### config.mk
export PLATFORM = sky130hd
export DESIGN_NAME = capture_arbiter_flat
export DESIGN_NICKNAME = d
export VERILOG_FILES = /design/src/rtl/capture_arbiter_if.sv /design/src/rtl/capture_arbiter.sv /design/src/flat_wrapper.sv
export SDC_FILE = /design/constraint.sdc
export NUM_CORES = 1
export LEC_CHECK = 0
export ABC_CLOCK_PERIOD_IN_PS = 2300
export CAP_MARGIN = 20
export CORE_MARGIN = 3
export CORE_UTILIZATION = 45
export CTS_CLUSTER_SIZE = 14
export DETAILED_ROUTE_END_ITERATION = 10
export PLACE_DENSITY = 0.76
export SYNTH_ARGS = -nofsm -noshare
export SYNTH_HDL_FRONTEND = slang
export SYNTH_SLANG_ARGS = --single-unit
### constraint.sdc
create_clock -name clock -period 2.3 [get_ports clock]
set_input_delay 0.69 -clock clock [delete_from_list [all_inputs] [get_ports clock]]
set_output_delay 0.69 -clock clock [all_outputs]
set_load 0.1 [all_outputs]
### src/rtl/capture_arbiter_if.sv
// capture_arbiter_if: requester/counter/result bundle; slave side is the arbiter
interface capture_arbiter_if #(parameter int NREQ = 4, parameter int WIDTH = 8);
  logic [NREQ-1:0]  req;
  logic [WIDTH-1:0] cnt_q;
  logic             cnt_valid;
  logic             capture;
  logic [NREQ-1:0]  gnt;
  logic [WIDTH-1:0] rdata;
  logic             err;
  logic             busy;
  modport master (output req, cnt_q, cnt_valid, input capture, gnt, rdata, err, busy);
  modport slave  (input req, cnt_q, cnt_valid, output capture, gnt, rdata, err, busy);
endinterface

### src/rtl/capture_arbiter.sv
// capture_arbiter: round-robin share of one capture counter with timeout; CAPTURE_ARBITER_FIXED_PRI_EN makes req[0] top priority
module capture_arbiter #(
  parameter int NREQ    = 4,
  parameter int WIDTH   = 8,
  parameter int TIMEOUT = 15
) (
  input logic             clock,
  input logic             reset,
  capture_arbiter_if.slave bus
);
  localparam int SW = $clog2(NREQ);
  localparam int TW = $clog2(TIMEOUT + 1);
  localparam logic [1:0] IDLE = 2'd0, CAP = 2'd1, WAIT = 2'd2, DONE = 2'd3;
  logic [1:0]       state;
  logic [SW-1:0]    sel, last, pick;
  logic [TW-1:0]    timer;
  logic             to;
  logic [WIDTH-1:0] rdata;
  logic [NREQ-1:0]  rr_req;
`ifdef CAPTURE_ARBITER_FIXED_PRI_EN
  assign rr_req = bus.req & ~NREQ'(1);
`else
  assign rr_req = bus.req;
`endif
  // descending scan so the nearest requester after last is written last and wins
  always_comb begin
    pick = last;
    for (int i = NREQ; i >= 1; i--)
      if (rr_req[(int'(last) + i) % NREQ]) pick = SW'((int'(last) + i) % NREQ);
`ifdef CAPTURE_ARBITER_FIXED_PRI_EN
    if (bus.req[0]) pick = '0;
`endif
  end
  always_ff @(posedge clock or posedge reset)
    if (reset) begin
      state <= IDLE;
      sel   <= '0;
      last  <= SW'(NREQ - 1);
      timer <= '0;
      to    <= 1'b0;
      rdata <= '0;
    end else begin
      case (state)
        IDLE: if (|bus.req) begin
          sel   <= pick;
          state <= CAP;
        end
        CAP: begin
          timer <= '0;
          to    <= 1'b0;
          state <= WAIT;
        end
        WAIT: if (bus.cnt_valid) begin
          rdata <= bus.cnt_q;
          state <= DONE;
        end else if (timer == TW'(TIMEOUT - 1)) begin
          to    <= 1'b1;
          state <= DONE;
        end else timer <= timer + 1'b1;
        DONE: begin
`ifdef CAPTURE_ARBITER_FIXED_PRI_EN
          if (sel != '0) last <= sel;
`else
          last <= sel;
`endif
          state <= IDLE;
        end
      endcase
    end
  // pulses decode straight from state so reset clears them asynchronously
  assign bus.capture = state == CAP;
  assign bus.gnt     = state == DONE ? NREQ'(1) << sel : '0;
  assign bus.err     = state == DONE && to;
  assign bus.busy    = state != IDLE;
  assign bus.rdata   = rdata;
endmodule

### src/flat_wrapper.sv
// flat-port wrapper written by rule: the top's interface ports become plain ports
module capture_arbiter_flat 
#(
  parameter int NREQ    = 4,
  parameter int WIDTH   = 8,
  parameter int TIMEOUT = 15
)
  (clock, reset, bus_req, bus_cnt_q, bus_cnt_valid, bus_capture, bus_gnt, bus_rdata, bus_err, bus_busy);
  capture_arbiter_if #(.NREQ(NREQ), .WIDTH(WIDTH)) bus_i ();
  input logic clock;
  input logic reset;
  input wire logic [$bits(bus_i.req)-1:0] bus_req;
  input wire logic [$bits(bus_i.cnt_q)-1:0] bus_cnt_q;
  input wire logic [$bits(bus_i.cnt_valid)-1:0] bus_cnt_valid;
  output wire logic [$bits(bus_i.capture)-1:0] bus_capture;
  output wire logic [$bits(bus_i.gnt)-1:0] bus_gnt;
  output wire logic [$bits(bus_i.rdata)-1:0] bus_rdata;
  output wire logic [$bits(bus_i.err)-1:0] bus_err;
  output wire logic [$bits(bus_i.busy)-1:0] bus_busy;
  assign bus_i.req = bus_req;
  assign bus_i.cnt_q = bus_cnt_q;
  assign bus_i.cnt_valid = bus_cnt_valid;
  assign bus_capture = bus_i.capture;
  assign bus_gnt = bus_i.gnt;
  assign bus_rdata = bus_i.rdata;
  assign bus_err = bus_i.err;
  assign bus_busy = bus_i.busy;
  capture_arbiter #(.NREQ(NREQ), .WIDTH(WIDTH), .TIMEOUT(TIMEOUT)) u_core (.clock(clock), .reset(reset), .bus(bus_i));
endmodule
==> results by group, run 1 <==
Clock network
  • Clock Latency Late Sink: 290 ps
  • Clk pin slew, worst setup/hold paths: 110 ps
  • CTS tree: yes
  • Total CTS buffers: 3
  • Buffer count from post-CTS setup fixing: 0
  • Htree depth: 1
  • CTS Buffer Depth: 2
  • Root Driver: clkbuf_4
  • CTS Hold Bufs: 0
  • Resized Gates After CTS: 0
  • Total clock sinks: 19

Logic synthesis
  • Syn Nets: 106
  • Avg Cell Area, Syn: 11.63 um^2
  • Netlist cell types: 29
  • Synth Flop Type: dfrtp_1
  • Synth top area cells: dfrtp_1, mux2_2, ha_1, dfstp_2, mux2i_1
  • Post-Syn Area: 988.4 um^2
  • Synth Area in Compound Gates: 0.09873
  • Sequential area share after synthesis: 0.4835
  • Synth top area share: 0.4304
  • #FFs+latches synth: 19
  • Largest area contributor in the netlist: dfrtp_1
  • Count leader, synth: dfrtp_1
  • Post-synth ARST share: 1.000
  • Mux cell area share after synthesis: 0.1582
  • Synth Area in Adders: 0.07595
  • Synth top cells by count: dfrtp_1, mux2_2, nand2_1
  • XOR/XNOR share of the synthesized area: 0
  • EDFF count, synth: 0
  • Simple-gate share of the synthesized area: 0.1570
  • Post-Syn Instances: 85
  • Largest family of logic cells by synthesized area: multiplexers
  • Syn. warnings: 0

STA
  • Clock Skew: 4.323 ps
  • Least-Margin Pin Slew: 433.6 ps
  • Slew Viols, Final: 0
  • Max Fclk: 463.6 MHz
  • Slew margin rel.: 0.7078
  • Final setup viols: 0
  • Final setup TNS: 0 ps
  • Period utilization: 0.9378
  • Min Tclk post-route: 2157 ps
  • RSZ-0062 raised after global routing: false
  • Count of final hold-check violations: 0

GRT
  • GRT Residual Overflow: 0
  • Met3 usage: 0.03662
  • Met2 usage: 0.2934
  • Most Used Layer, Global Route: met2
  • GRT Util Overall: 0.1666
  • Global-route wire length before repair: 3.387 mm
  • Largest net degree at the start of global routing: 20
  • Met1 Use GR: 0.1896
  • Initial antenna violation count: 0
  • Vias in the first global route: 793

Drt
  • Routed vias/inst: 5.199
  • Via count: 759
  • Aggregate routed wire length: 2.021 mm
  • Antenna-violating nets left: 0
  • Pre-antenna DRT Iters: 3
  • Drt drc: 0
  • Iteration-0 DRC count of the detailed router: 8
  • Routed WL per cell: 13.84 um

Setup path
  • Max incr delay on CP: 410 ps
  • Worst-path cell chain: ha_1 -> nor3b_2 -> buf_12
  • Slowest CP cell: dfrtp_1
  • WS Path Type: flop to output port
  • Crit path max fanout: 7
  • Startpoint types: flop
  • Critical path data arrival time: 1470 ps
  • Crit. End Element: output port
  • Worst path required time: 1610 ps

Place
  • GP Congestion: 0.7836
  • Port buffer count: 29
  • DPL Wire Length: 1.625 mm

Final layout
  • N_diodes: 0
  • Share of layout cells above drive strength 1: 0.3109
  • Fill cells: 154
  • Area Overhead vs Synth: 42.15%
  • Final Net Count: 141

Floorplan
  • Die Area: 2795 um^2
  • Core Region: 2022 um^2
  • Initial Util: 0.4889
  • Placement Rows: 16
  • Die height: 52.87 um
  • Die width: 52.87 um
  • I/O pin count: 30

Outcome
  • Status: complete, no violations

Flow run
  • MaxCap Viol Count: 0

Hold path
  • Hold/Removal Path Class: flop to flop
## per-layer routing
metal,routed length (um),share of wire,vias to the layer above
met5,0,0,-
met4,21,0.010,0
met3,84,0.042,4
met2,1105,0.55,14
met1,810,0.40,373
li1,-,-,368
## flip-flops by register name (all words and copies together) (netlist names)
register	flops
u_core.bus.rdata	8
u_core.timer	4
u_core.sel	2
u_core.state	2
u_core.to	1
u_core.last	2
## kinds of logic (layout without fill, tap and decap cells)
logic type | count (synthesis) | after routing
and+or+nand+nor | 27 | 27
buffers and inverters | 7 | 41
muxes | 14 | 14
AOI/OAI and AO/OA | 12 | 12
adders and majority gates | 6 | 6
DFF | 19 | 19
## cells in the final DEF (no fill, tap or decap), drive strengths merged, types with 2 or more instances in the layout
cell / instances
nand3: 3
ha: 6
clkbuf: 3
nand2: 8
nand2b: 5
dfrtp: 17
nor3b: 2
a21oi: 3
inv: 7
buf: 16
and3: 2
mux2: 10
clkdlybuf4s50: 14
dfstp: 2
mux2i: 4
## critical path: cells and delay by family, from the launching register on
| family | cells | cell delay (ps) |
|---|---|---|
| DFF | 1 | 410 |
| buffers and inverters | 1 | 210 |
| adders and majority gates | 1 | 280 |
| and+or+nand+nor | 1 | 270 |
## path summary, 6_finish.rpt
| path | depth (start not counted) | startpoint | end | slack (ps) |
|---|---|---|---|---|
| worst max-delay path | 3 | u_core.state[1]$_DFFE_PP0P_ | bus_gnt[0] | 140 |
| worst min-delay path | 1 | u_core.timer[3]$_DFFE_PP0P_ | u_core.timer[3]$_DFFE_PP0P_ | 500 |
| worst max register to register | 5 | u_core.state[0]$_DFFE_PP0P_ | u_core.state[1]$_DFFE_PP0P_ | 640 |
| worst min register to register | 1 | u_core.timer[3]$_DFFE_PP0P_ | u_core.timer[3]$_DFFE_PP0P_ | 500 |
| max in group asynchronous | 3 | reset | u_core.last[0]$_DFFE_PP1P_ | 1310 |
| min in group asynchronous | 3 | reset | u_core.bus.rdata[4]$_DFFE_PP0P_ | 720 |
## stage by stage
| step | setup WS [ps] | area, um^2 | hold slack, ps | utilization | cells |
|---|---|---|---|---|---|
| 2_1_floorplan | -223.3 | 996.0 | 445.8 | - | 85 |
| 3_3_place_gp | 224.9 | 1378 | 472.4 | 0.6813 | 142 |
| 3_5_place_dp | 207.0 | 1378 | 482.2 | 0.6813 | 142 |
| 4_1_cts | 124.7 | 1405 | 498.5 | 0.6949 | 146 |
| 5_1_grt | 47.80 | 1405 | 526.4 | 0.6949 | 146 |
| 6_report | 143.1 | 1405 | 501.4 | 0.6949 | 146 |
## area by class of cell
| cell class | count | area [um^2] | area share |
|---|---|---|---|
| well taps | 27 | 33.78 | 0.02404 |
| clock buffers | 3 | 22.52 | 0.01603 |
| clock inverters | 1 | 5.005 | 0.003562 |
| repair buffers | 30 | 347.8 | 0.2476 |
| flip-flops and latches | 19 | 478.0 | 0.3402 |
| multi-input cells | 59 | 491.7 | 0.3500 |
| inverters | 7 | 26.28 | 0.01870 |
Power of run 1 is not shown: default switching activity piles up to over one toggle a cycle in this logic, so the estimate is an artifact.
==> run 2: changes to the inputs <==
--- a/config.mk
+++ b/config.mk
@@ -12,6 +12,8 @@
 export CTS_CLUSTER_SIZE = 14
 export DETAILED_ROUTE_END_ITERATION = 10
 export PLACE_DENSITY = 0.76
+export SETUP_SLACK_MARGIN = 0.15
+export SKIP_CTS_REPAIR_TIMING = 1
 export SYNTH_ARGS = -nofsm -noshare
 export SYNTH_HDL_FRONTEND = slang
 export SYNTH_SLANG_ARGS = --single-unit
==> run 2 against run 1 <==
Against the previous run: sequential share of layout area shrank 0.57 points; count of clock-buffer cells in the layout unchanged; global-route usage increased by 0.22 points; worst hold slack gained 13 ps; first-iteration DRC count shrank 25%; die area unchanged; clock skew increased by 1.2 ps; critical path depth unchanged; final area increased by 1.7%; register-to-register slack worse by 20 ps; critical endpoint unchanged.
==> results by group, run 2 (synthesis gave the netlist of run 1 again) <==
Hold path
  • Hold_sp: u_core.timer[2]$_DFFE_PP0P_
  • Worst hold path depth: 1 (unchanged)
  • Worst Hold End: u_core.timer[2]$_DFFE_PP0P_
  • Hold/Removal Path Class: flop to flop

Drt
  • Via count: 752 (-0.92%)
  • Drt drc: 0 (unchanged)
  • Pre-antenna DRT Iters: 4 (+1)
  • Routed vias/inst: 5.151 (-0.92%)
  • Iteration-0 DRC count of the detailed router: 6 (-2)
  • Antenna-violating nets left: 0 (unchanged)
  • Aggregate routed wire length: 2.082 mm (+3.0%)
  • Routed WL per cell: 14.26 um (+3.0%)

Final layout
  • Most common cell after layout, fill and taps aside: dfrtp_1
  • Max reg flops: 8 (unchanged)
  • Area Overhead vs Synth: 44.56%
  • Largest register by flop count: u_core.bus.rdata
  • Share of layout cells above drive strength 1: 0.3193 (+0.008403)
  • N_diodes: 0 (unchanged)
  • Top Registers: u_core.bus.rdata x8, u_core.timer x4
  • Most frequent cells in the layout: dfrtp_1, clkdlybuf4s50_1, mux2_2, buf_4, nand2_1
  • Layout Cells excl Fill: 146 (unchanged)
  • Final Net Count: 141 (unchanged)
  • Post-route cell area: 1429 um^2 (+1.7%)

STA
  • Max Fclk: 482.5 MHz (+4.1%)
  • Min Tclk post-route: 2073 ps (-84.41 ps)
  • RSZ-0062 raised after global routing: true
  • Clock Skew: 5.491 ps (+1.168 ps)
  • Slew margin rel.: 0.6852 (-0.02256)
  • Slew Viols, Final: 0 (unchanged)
  • Period utilization: 0.9011 (-0.03670)
  • Count of final hold-check violations: 0 (unchanged)
  • Least-Margin Pin Slew: 467.0 ps (+33.47 ps)
  • Final setup TNS: 0 ps (unchanged)
  • Final setup viols: 0 (unchanged)

GRT
  • Vias in the first global route: 768 (-3.2%)
  • GRT Residual Overflow: 0 (unchanged)
  • Global-route wire length before repair: 3.381 mm (-0.18%)
  • GRT Util Overall: 0.1688 (+0.002187)
  • Initial antenna violation count: 0 (unchanged)
  • Largest net degree at the start of global routing: 20 (unchanged)

Clock network
  • Clk pin slew, worst setup/hold paths: 110 ps (about the same)
  • CTS tree: yes
  • Total clock sinks: 19 (unchanged)
  • Root Driver: clkbuf_4
  • Htree depth: 1 (unchanged)
  • CTS Buffer Depth: 2 (unchanged)
  • Total CTS buffers: 3 (unchanged)
  • Clock Latency Late Sink: 290 ps (about the same)

Setup path
  • Worst-path cell chain: ha_4 -> nor3b_4 -> buf_12
  • CP delay by family, top: flip-flops
  • WS Path Type: flop to output port
  • FF-to-FF setup slack: 620 ps (-20 ps)
  • Crit. End Element: output port
  • R2R Path Start: u_core.state[0]$_DFFE_PP0P_
  • Startpoint types: flop
  • R2R Path End: u_core.state[1]$_DFFE_PP0P_
  • Worst path required time: 1610 ps (about the same)
  • Max incr delay on CP: 460 ps (+50 ps)
  • Critical path data arrival time: 1380 ps (-90 ps)
  • Crit path max fanout: 7 (unchanged)
  • Slowest CP cell: dfrtp_1
  • WP buf/inv: 1 (unchanged)
  • Worst R2R Path Depth: 5 (unchanged)

Floorplan
  • Die height: 52.87 um (unchanged)
  • Die width: 52.87 um (unchanged)
  • Core Region: 2022 um^2 (unchanged)
  • Placement Rows: 16 (unchanged)
  • I/O pin count: 30 (unchanged)
  • Initial Util: 0.4889 (unchanged)
  • Die Area: 2795 um^2 (unchanged)

Place
  • DPL Wire Length: 1.695 mm (+4.3%)
  • Inst Count DP: 142 (unchanged)
  • Port buffer count: 29 (unchanged)
  • GP Congestion: 0.7825 (-0.14%)
  • Placed cell areas: 1389 um^2 (+0.82%)

Flow run
  • MaxCap Viol Count: 0 (unchanged)

Outcome
  • Status: complete, no violations
[run 2: area by class of cell]
| type | instances | area [um^2] |
|---|---|---|
| inverters | 7 | 26.28 |
| repair buffers | 30 | 347.8 |
| clock buffers | 3 | 22.52 |
| clock inverters | 1 | 5.005 |
| fillers | 135 | 593.1 |
| well taps | 27 | 33.78 |
| multi-input cells | 59 | 515.5 |
| flip-flops and latches | 19 | 478.0 |
[run 2: worst max path at each step]
stage | start | to | slack (ps) | depth (start not counted)
detailed placement | bus_req[1] | u_core.sel[0]$_DFFE_PP0P_ | 190 | 4
global placement | bus_req[1] | u_core.state[1]$_DFFE_PP0P_ | 230 | 4
CTS | u_core.state[1]$_DFFE_PP0P_ | bus_gnt[0] | 70 | 3
floorplan | u_core.state[0]$_DFFE_PP0P_ | bus_gnt[0] | 140 | 2
finish | u_core.state[1]$_DFFE_PP0P_ | bus_gnt[0] | 230 | 3
global route | u_core.state[0]$_DFFE_PP0P_ | bus_busy | 120 | 4
[run 2: layer usage]
metal  up-vias  routed length [um]  part of all wire  global-route usage
met3         2                  93             0.045             0.04225
met4         0                  13            0.0062             0.07660
li1        367                   -                 -                   -
met5         -                   0                 0                   0
met2        10                1182              0.57              0.3140
met1       373                 792              0.38              0.1747
[run 2: through the flow]
| step | utilization | setup slack, ps | hold WS, ps |
|---|---|---|---|
| floorplan | - | 138.8 | 445.8 |
| global placement | 0.6869 | 230.5 | 471.6 |
| detailed placement | 0.6869 | 192.7 | 496.3 |
| CTS | 0.7005 | 73.02 | 516.2 |
| global route | 0.7067 | 123.0 | 531.8 |
| finish | 0.7067 | 227.5 | 514.2 |
Power of run 2 is left out for the same reason.
==> run 3: changes to the inputs <==
--- a/config.mk
+++ b/config.mk
@@ -5,13 +5,14 @@
 export SDC_FILE = /design/constraint.sdc
 export NUM_CORES = 1
 export LEC_CHECK = 0
-export ABC_CLOCK_PERIOD_IN_PS = 2300
+export ABC_CLOCK_PERIOD_IN_PS = 1700
 export CAP_MARGIN = 20
-export CORE_MARGIN = 3
-export CORE_UTILIZATION = 45
+export CORE_ASPECT_RATIO = 0.8
+export CORE_MARGIN = 2
+export CORE_UTILIZATION = 41
 export CTS_CLUSTER_SIZE = 14
 export DETAILED_ROUTE_END_ITERATION = 10
-export PLACE_DENSITY = 0.76
+export PLACE_DENSITY = 0.73
 export SETUP_SLACK_MARGIN = 0.15
 export SKIP_CTS_REPAIR_TIMING = 1
 export SYNTH_ARGS = -nofsm -noshare
==> constraint.sdc (replaced) <==
create_clock -name clock -period 1.7 [get_ports clock]
set_input_delay 0.51 -clock clock [delete_from_list [all_inputs] [get_ports clock]]
set_output_delay 0.51 -clock clock [all_outputs]
set_load 0.1 [all_outputs]
==> run 3 against run 2 <==
Against the previous run: the flow now finishes with violations (DRC, setup timing); non-clock buffer count is 9 higher; clock skew is 4.9 ps lower; core utilization is 3.3 points higher; cell count is 4.8% higher; global-route usage is 0.89 points lower; final area is 15% higher; first-iteration DRC count grew to 3.5 times the previous value; flip-flop and latch count stayed put; routed wire length is 1.8% lower; sequential share of layout area is 4.1 points lower; highest routed layer unchanged; die area is 0.97% higher; critical path depth stayed put; critical path type unchanged.
==> results by group, run 3 (synthesis gave the netlist of run 1 again) <==
Final layout
  • N_diodes: 0 (unchanged)
  • Largest register by flop count: u_core.bus.rdata
  • Layout Cells excl Fill: 153 (+4.8%)
  • Most frequent cells in the layout: buf_12, dfrtp_1, clkdlybuf4s50_1, mux2_2, buf_4
  • Multi-input logic area: 541.8 um^2 (+5.1%)
  • FF+latch area: 480.5 um^2 (+0.52%)
  • Top Registers: u_core.bus.rdata x8, u_core.timer x4
  • Max reg flops: 8 (unchanged)
  • Final Core Density: 0.7395 (+0.03287)
  • Most common cell after layout, fill and taps aside: buf_12
  • Share of layout cells above drive strength 1: 0.4531 (+0.1338)
  • Area Overhead vs Synth: 65.70%
  • Post-route cell area: 1638 um^2 (+15%)
  • Final Net Count: 150 (+6.4%)
  • Fill cells: 161 (+19%)

Setup path
  • Critical path data arrival time: 1320 ps (-60 ps)
  • Worst path required time: 1190 ps (-420 ps)
  • CP delay by family, top: flip-flops
  • Max incr delay on CP: 460 ps (about the same)
  • Worst R2R Path Depth: 5 (unchanged)
  • WP buf/inv: 1 (unchanged)
  • Slowest CP cell: dfrtp_2
  • WS Path Type: flop to output port
  • Crit path max fanout: 7 (unchanged)
  • Startpoint types: flop
  • Levels on crit path: 3 (unchanged)
  • Crit. End Element: output port
  • Worst-path cell chain: ha_4 -> and3b_2 -> buf_12

STA
  • Least-Margin Pin Slew: 432.8 ps (-34.25 ps)
  • Max Fclk: 547.8 MHz
  • Slew margin rel.: 0.7083 (+0.02308)
  • RSZ-0062 raised after global routing: true
  • Period utilization: 1.074
  • Count of final hold-check violations: 0 (unchanged)
  • Hold WS: 492.7 ps (-21.51 ps)
  • Smallest setup slack after layout: -125.5 ps (-353.0 ps)
  • Clock Skew: 0.5722 ps (-4.919 ps)
  • Final setup viols: 7 (+7)
  • Min Tclk post-route: 1826 ps
  • Slew Viols, Final: 0 (unchanged)

Clock network
  • Clk pin slew, worst setup/hold paths: 100 ps (about the same)
  • CTS Buffer Depth: 2 (unchanged)
  • Clock Latency Late Sink: 290 ps (about the same)
  • Total clock sinks: 19 (unchanged)
  • Htree depth: 1 (unchanged)
  • Total CTS buffers: 3 (unchanged)
  • CTS tree: yes
  • Root Driver: clkbuf_4

GRT
  • Initial antenna violation count: 0 (unchanged)
  • Vias in the first global route: 758 (-1.3%)
  • GRT Util Overall: 0.1599 (-0.008872)
  • Global-route wire length before repair: 3.270 mm (-3.3%)
  • GRT Residual Overflow: 0 (unchanged)
  • Largest net degree at the start of global routing: 20 (unchanged)

Flow run
  • MaxCap Viol Count: 0 (unchanged)

Drt
  • Post-Route M1 WL: 872 um (+10%)
  • Antenna-violating nets left: 0 (unchanged)
  • Drt drc: 3 (+3)
  • Top sig layer: met4
  • Pre-antenna DRT Iters: 6 (+2)
  • Routed WL per cell: 13.36 um (-6.3%)
  • Met2 wire length: 1.078 mm (-8.8%)
  • Routed vias/inst: 5.190 (+0.75%)
  • Iteration-0 DRC count of the detailed router: 21 (+15)
  • Via count: 794 (+5.6%)
  • Aggregate routed wire length: 2.044 mm (-1.8%)
  • Met3 WL post-DR: 78 um (-16%)

Place
  • Inst Count DP: 147 (+3.5%)
  • GP Congestion: 0.7704 (-1.5%)
  • Placed cell areas: 1587 um^2 (+14%)
  • Port buffer count: 29 (unchanged)
  • DPL Wire Length: 1.666 mm (-1.7%)

Floorplan
  • Die Area: 2822 um^2 (+0.97%)
  • Initial Util: 0.4463 (-0.04253)
  • Die width: 58.90 um (+11%)
  • Core Region: 2215 um^2 (+9.5%)
  • Die height: 47.92 um (-9.4%)
  • Placement Rows: 15 (-1)
  • I/O pin count: 30 (unchanged)

Hold path
  • Worst hold path depth: 1 (unchanged)
  • Hold/Removal Path Class: flop to flop

Outcome
  • Violated checks: DRC, setup timing
  • Status: complete, but fails checks
## run 3: cell types whose count changed in the layout (fill, tap and decap cells not counted), sizes merged
cell | before | now
clkinvlp | 0 | 1
clkinv | 1 | 0
clkbuf | 3 | 4
buf | 16 | 25
inv | 7 | 6
## run 3: worst reg2reg max path, cell delays in order, from the launching register on
cell and delay [ps]:
dfrtp_2 460, buf_4 140, ha_2 190, nor2b_2 160
a22oi_1 230, mux2_4 330
## run 3: worst paths after layout
check                                               to                        start  slack, ps
max                                         bus_gnt[1]  u_core.state[0]$_DFFE_PP0P_       -130
max reg2reg                u_core.state[1]$_DFFE_PP0P_  u_core.state[1]$_DFFE_PP0P_         90
max in group asynchronous   u_core.last[0]$_DFFE_PP1P_                        reset        900
min in group asynchronous    u_core.sel[1]$_DFFE_PP0P_                        reset        540
min reg2reg                u_core.timer[3]$_DFFE_PP0P_  u_core.timer[3]$_DFFE_PP0P_        490
min                        u_core.timer[3]$_DFFE_PP0P_  u_core.timer[3]$_DFFE_PP0P_        490
## run 3: stage by stage
stage | setup slack [ps] | TNS, ps
finish | -125.5 | -808.9
global route | -190.0 | -1208
CTS | -196.2 | -1124
detailed placement | -195.3 | -586.3
global placement | -160.1 | -467.6
floorplan | -228.0 | -228.0
## run 3: cell type report
class,count,share of cell area
repair buffers,39,0.3224
multi-input cells,59,0.3308
inverters,7,0.01833
clock buffers,4,0.01604
well taps,25,0.01910
flip-flops and latches,19,0.2934
## run 3: routing by layer
metal,vias up,track usage
met1,391,0.1770
met5,-,0
met2,15,0.3133
met3,2,0.04054
met4,0,0.04091
li1,386,-
Power of run 3 is left out for the same reason.
